### src/rtl/debounce_edge_1bit.sv
// Debounces one async input: 2-flop sync, then a run of STABLE_CYCLES equal samples commits.
// Level/strobe change STABLE_CYCLES+2 edges after the input settles; no backpressure, always accepts.
module debounce_edge_1bit #(
  parameter int STABLE_CYCLES = 16
) (
  input  logic i_clk,
  input  logic i_reset,
  input  logic i_raw,
  output logic o_level,
  output logic o_rise,
  output logic o_fall
);

  localparam int CW = $clog2(STABLE_CYCLES) + 1;
  localparam logic [CW-1:0] CNT_LAST = CW'(STABLE_CYCLES - 1);

  typedef enum logic [1:0] {
    S_LOW,
    S_WAIT_HIGH,
    S_HIGH,
    S_WAIT_LOW
  } state_t;

  state_t        r_state;
  state_t        w_state_nxt;
  logic          r_s1;
  logic          r_s2;
  logic [CW-1:0] r_cnt;
  logic [CW-1:0] w_cnt_nxt;
  logic          r_level;
  logic          r_rise;
  logic          r_fall;
  logic          w_level_nxt;
  logic          w_rise_nxt;
  logic          w_fall_nxt;

  always_ff @(posedge i_clk or posedge i_reset) begin
    if (i_reset) begin
      r_s1 <= 1'b0;
      r_s2 <= 1'b0;
    end else begin
      r_s1 <= i_raw;
      r_s2 <= r_s1;
    end
  end

  always_ff @(posedge i_clk or posedge i_reset) begin
    if (i_reset) begin
      r_state <= S_LOW;
      r_cnt   <= '0;
      r_level <= 1'b0;
      r_rise  <= 1'b0;
      r_fall  <= 1'b0;
    end else begin
      r_state <= w_state_nxt;
      r_cnt   <= w_cnt_nxt;
      r_level <= w_level_nxt;
      r_rise  <= w_rise_nxt;
      r_fall  <= w_fall_nxt;
    end
  end

  // Any sample breaking the run drops back to the settled state, so partial counts never carry.
  always_comb begin
    w_state_nxt = r_state;
    w_cnt_nxt   = '0;
    w_level_nxt = r_level;
    w_rise_nxt  = 1'b0;
    w_fall_nxt  = 1'b0;
    unique case (r_state)
      S_LOW: begin
        if (r_s2) begin
          w_state_nxt = S_WAIT_HIGH;
          w_cnt_nxt   = CW'(1);
        end
      end
      S_WAIT_HIGH: begin
        if (!r_s2) begin
          w_state_nxt = S_LOW;
        end else if (r_cnt == CNT_LAST) begin
          w_state_nxt = S_HIGH;
          w_level_nxt = 1'b1;
          w_rise_nxt  = 1'b1;
        end else begin
          w_cnt_nxt = r_cnt + CW'(1);
        end
      end
      S_HIGH: begin
        if (!r_s2) begin
          w_state_nxt = S_WAIT_LOW;
          w_cnt_nxt   = CW'(1);
        end
      end
      S_WAIT_LOW: begin
        if (r_s2) begin
          w_state_nxt = S_HIGH;
        end else if (r_cnt == CNT_LAST) begin
          w_state_nxt = S_LOW;
          w_level_nxt = 1'b0;
          w_fall_nxt  = 1'b1;
        end else begin
          w_cnt_nxt = r_cnt + CW'(1);
        end
      end
      default: begin
        w_state_nxt = S_LOW;
        w_level_nxt = 1'b0;
      end
    endcase
  end

  assign o_level = r_level;
  assign o_rise  = r_rise;
  assign o_fall  = r_fall;

endmodule

### config.mk
export PLATFORM = sky130hd
export DESIGN_NAME = debounce_edge_1bit
export DESIGN_NICKNAME = d
export VERILOG_FILES = /design/src/rtl/debounce_edge_1bit.sv
export SDC_FILE = /design/constraint.sdc
export NUM_CORES = 1
export LEC_CHECK = 0
export CORE_AREA = 2 2 39 41
export CTS_CLUSTER_DIAMETER = 40
export CTS_CLUSTER_SIZE = 20
export DETAILED_ROUTE_END_ITERATION = 8
export DIE_AREA = 0 0 41 43
export PLACE_DENSITY = 0.56
export SLEW_MARGIN = 20
export SYNTH_ARGS = -nofsm -noshare
export SYNTH_HDL_FRONTEND = slang
export SYNTH_SLANG_ARGS = --single-unit
### constraint.sdc
create_clock -name i_clk -period 1.9 [get_ports i_clk]
set_clock_uncertainty 0.2 [all_clocks]
set_input_delay 0.57 -clock i_clk [delete_from_list [all_inputs] [get_ports i_clk]]
set_output_delay 0.57 -clock i_clk [all_outputs]
set_load 0.02 [all_outputs]
Yosys cells after proc, flatten, opt, wreduce, memory -nomap -nowiden
Index checks and enable logic that the tools add are counted.

Memory bits (read-only): 0. Latch bits: 0. Memories: 0. Logic and storage cells: 47. RAM bits: 0. Flip-flop bits (word level): 12.

Reductions and logical operators: 4. Shifts and indexed selects: 0. Muxes and demuxes: 23. Equal/unequal tests: 12. Magnitude comparators: 0. $add $sub $neg: 1. Div/mod/pow operators: 0. Bitwise operators: 0. $mul: 0.

Operator list (number): one-hot mux 5 bit (4 select lines) (1); two-way mux 5 bit (3); two-way mux 2 bit (6); != test 2 bit (second input constant) (6); two-way mux 1 bit (11); one-hot mux 2 bit (4 select lines) (1); != test 3 bit (second input constant) (2); adder 5 x 1 -> 5 bit (second input constant) (1); equality test 5 x 4 -> 1 bit (second input constant) (1); AND reduction 5 bit (1); equality test 2 bit (second input constant) (2); AND reduction 4 bit (1); equality test 2 x 1 -> 1 bit (second input constant) (1); logical NOT 2 bit (1); one-hot mux 1 bit (2 select lines) (1); nonzero test 2 bit (1).

Logic depth before layout (Yosys ltp)
Word-level depth: 4. Mapped depth: 4. Gate-level depth less buffers: 4.

Worst setup path before layout
Ideal clock, no wire load.

Path type: register to register. Start point: register r_cnt[0]. End point: register (tool-made name). Arrival: 1222 ps. Setup time: 125 ps. Path buffers: 0. Setup slack: 353 ps. Cell stages (with the launch flop): 5. Cells stage by stage: dfrtp_1 -> ha_1 -> and4b_4 -> nand2_4 -> mux2_4.

RTL lines: start: declaration (RTL line 28) `logic [CW-1:0] r_cnt;`; start signal: assignment (RTL line 56) `r_cnt <= w_cnt_nxt;`.

Final worst setup path
Start point: register r_level, in the netlist o_level. End point: output o_level.

RTL lines: start: declaration (RTL line 30) `logic r_level;`; start signal: assignment (RTL line 57) `r_level <= w_level_nxt;`; end: declaration (RTL line 9) `output logic o_level,`.

No word-level cell between the ends.

==> key figures <==
Status
  • Status: complete, no violations

Global route
  • Met2 Use GR: 0.169
  • Largest net degree at the start of global routing: 13
  • First-pass GRT wire length: 1430 µm
  • Top Usage Layer GRT: met2
  • Met3 usage: 0.0471
  • GRT Residual Overflow: 0
  • Initial antenna violation count: 0
  • Global-route usage over all layers: 0.125
  • Met1 Track Usage GR: 0.160
  • Vias in the first global route: 322

Clocking
  • CTS tree: built
  • CTS buffer count: 3
  • Clock Sink Count: 12
  • H-Tree Level Count: 1
  • Postcts setup bufs: 0
  • Root buffer cell: clkbuf_4
  • Max clock buf depth: 2
  • CTS clock-pin slew for the worst setup and hold paths: 0.07 ns
  • Clk Latency, worst-skew pair: 0.26 ns

Floorplan
  • Number of cell rows: 14
  • Die width: 41 µm
  • I/O pin count: 6
  • Die ar.: 0.00176 mm²
  • Die height: 43 µm
  • Placeable Area: 0.00138 mm²
  • Starting Density: 0.360

Setup path
  • Crit path DAT: 0.98 ns
  • FF-to-FF Start: r_cnt[0]
  • WP buf/inv: 1
  • Crit Path Max Fanout: 3
  • Crit. End Element: primary output
  • Reg2Reg Depth: 4
  • CP Cell Sequence: dlygate4sd2_1
  • Crit path depth: 1
  • CP delay by family, top: flip-flops
  • Startpoint Class: flop
  • Worst Setup EP: o_level
  • Setup CP Type: flop to primary output
  • CP max stage cell: dfrtp_1
  • R2R setup slack: 0.24 ns
  • Critical Path Start: o_level
  • CP required: 1.13 ns
  • CP peak stage delay: 0.39 ns

Final layout
  • Utilization after layout: 0.434
  • Nets: 54
  • N_diodes: 0
  • Layout cell share with drive strength beyond 1: 0.204
  • Area grow syn2layout: 20.6%

Yosys
  • Synthesis-stage register bit count: 12
  • Synthesized cell area: 498 µm²
  • Ys flop type: dfrtp_1
  • Cell taking the most area after synthesis: dfrtp_1
  • Syn nets: 44
  • Top-count cell post-synth: dfrtp_1
  • Cells after Synth: 40
  • Synth top area share: 0.603
  • Synth cell count leaders: dfrtp_1 (12), a21oi_1 (4), inv_1 (3), nand3_1 (3)
  • Ys Warns: 0
  • Avg Synthesized Cell Area: 12.4 µm²
  • Area contributors post-synth: dfrtp_1 (60%), a21oi_1 (4.0%), xnor2_1 (3.5%), nand3_1 (3.0%), mux2_4 (3.0%)
  • Synth cell types: 18
  • Sequential area share after synthesis: 0.603
  • Post-synth ARST share: 1.00
  • Post-synth EDFFs: 0

STA
  • Fin. max-slew vios: 0
  • Slew headroom: 0.705
  • Final hold vios: 0
  • Hold slack: 0.165 ns
  • RSZ-0062 raised after global routing: no
  • Fin crit share: 0.922
  • Sum of negative setup slack: 0 ns
  • FMAX: 571 MHz
  • Final critical-path required period: 1.75 ns
  • Endpoints failing setup: 0
  • Least-Margin Pin Slew: 0.442 ns

Power
  • Seq pwr share: 0.557
  • Switching power: 95.8 µW
  • Switching Share: 0.198
  • P_int: 387 µW
  • Power per Cell Area: 805 mW/mm²
  • Power share of the clock group: 0.402
  • Leakage: 0.284 nW
  • Comb pwr share: 0.041
  • Worst IR Drop VDD: 0.301 mV

Drt
  • DRT Wirelength: 797 µm
  • 1st-pass router iterations: 4
  • Drt initial violations: 5
  • Drt drc: 0
  • Via-to-Cell Ratio: 5.08
  • Remaining antenna violation count after routing: 0
  • Routed WL per cell: 12.3 µm
  • Via count: 330

Min path
  • Type of the worst min-delay path: flop to flop

Place
  • Hpwl dp: 588 µm
  • # port buffers: 5
  • Final RePlAce weighted congestion: 0.701

Flow run
  • Max-cap violation count: 0
[area by class of cell]
cell class	instances	area, µm²
fill	128	783
sequential	12	300
multi-input combinational	25	186
timing repair buffer	5	46.3
clock buffer	4	36.3
tap	16	20.0
inverter	3	11.3
[worst min path at each step]
stage / slack, ns / end / depth (start not counted) / from
after floorplan: 0.13 / r_s2 / 0 / r_s1
after global placement: 0.14 / r_s2 / 0 / r_s1
after detailed placement: 0.16 / r_s2 / 0 / r_s1
after CTS: 0.17 / r_s2 / 0 / r_s1
after global routing: 0.18 / r_s2 / 0 / r_s1
final: 0.16 / r_s2 / 0 / r_s1
[stage by stage]
| step | std cells | setup slack [ns] | cell area, µm² | power (mW) |
|---|---|---|---|---|
| final | 65 | 0.148 | 601 | 0.483 |
| after global routing | 65 | 0.111 | 601 | 0.511 |
| after CTS | 65 | 0.141 | 601 | 0.492 |
| after detailed placement | 61 | 0.175 | 568 | 0.295 |
| after global placement | 61 | 0.188 | 568 | 0.293 |
| after floorplan | 40 | 0.353 | 498 | 0.286 |
[sequential cells by signal, summed over array words and instances, names as in the netlist, named ones only]
name and count:
o_fall 1, r_s1 1, r_s2 1, o_level 1
o_rise 1, r_cnt 5, r_state 1
[cell usage in the layout (no fill, tap or decap), types with 2 or more instances in the layout]
master / synthesis / layout
clkbuf_4: 0 / 3
dfrtp_1: 12 / 12
nand3_1: 3 / 3
xnor2_1: 2 / 2
nor3b_1: 2 / 2
nand2_1: 2 / 2
a21oi_1: 4 / 4
nor2_1: 2 / 2
dlygate4sd2_1: 0 / 3
clkdlybuf4s50_1: 0 / 2
inv_1: 3 / 3
[routing by layer]
layer  wire length, µm  part of all wire
met5                 0                 0
met4                20             0.025
met3                45             0.056
met2               375              0.47
met1               355              0.45
[power groups by stage]
| stage | logic, mW | registers (mW) | clock network (mW) |
|---|---|---|---|
| after floorplan | 0.0138 | 0.272 | 0 |
| after global placement | 0.0198 | 0.273 | 0 |
| after detailed placement | 0.0206 | 0.274 | 0 |
| after CTS | 0.0207 | 0.269 | 0.203 |
| after global routing | 0.0232 | 0.270 | 0.218 |
| final | 0.0200 | 0.269 | 0.194 |
[cells by family (layout without fill, tap and decap cells)]
| kind of cell | after synthesis | after routing | synth area share |
|---|---|---|---|
| buf+inv | 3 | 12 | 0.0226 |
| compound gates | 6 | 6 | 0.0704 |
| xor+xnor | 2 | 2 | 0.0352 |
| fa+ha+maj | 1 | 1 | 0.0251 |
| simple gates | 14 | 14 | 0.191 |
| flops | 12 | 12 | 0.603 |
| mux | 2 | 2 | 0.0528 |
[repair_timing]
action | CTS | global route
setup endpoints to repair | 3 | 0
hold buffers | 0 | 0
gates resized for setup | 3 | 0
(Power assumes the default switching activity.)
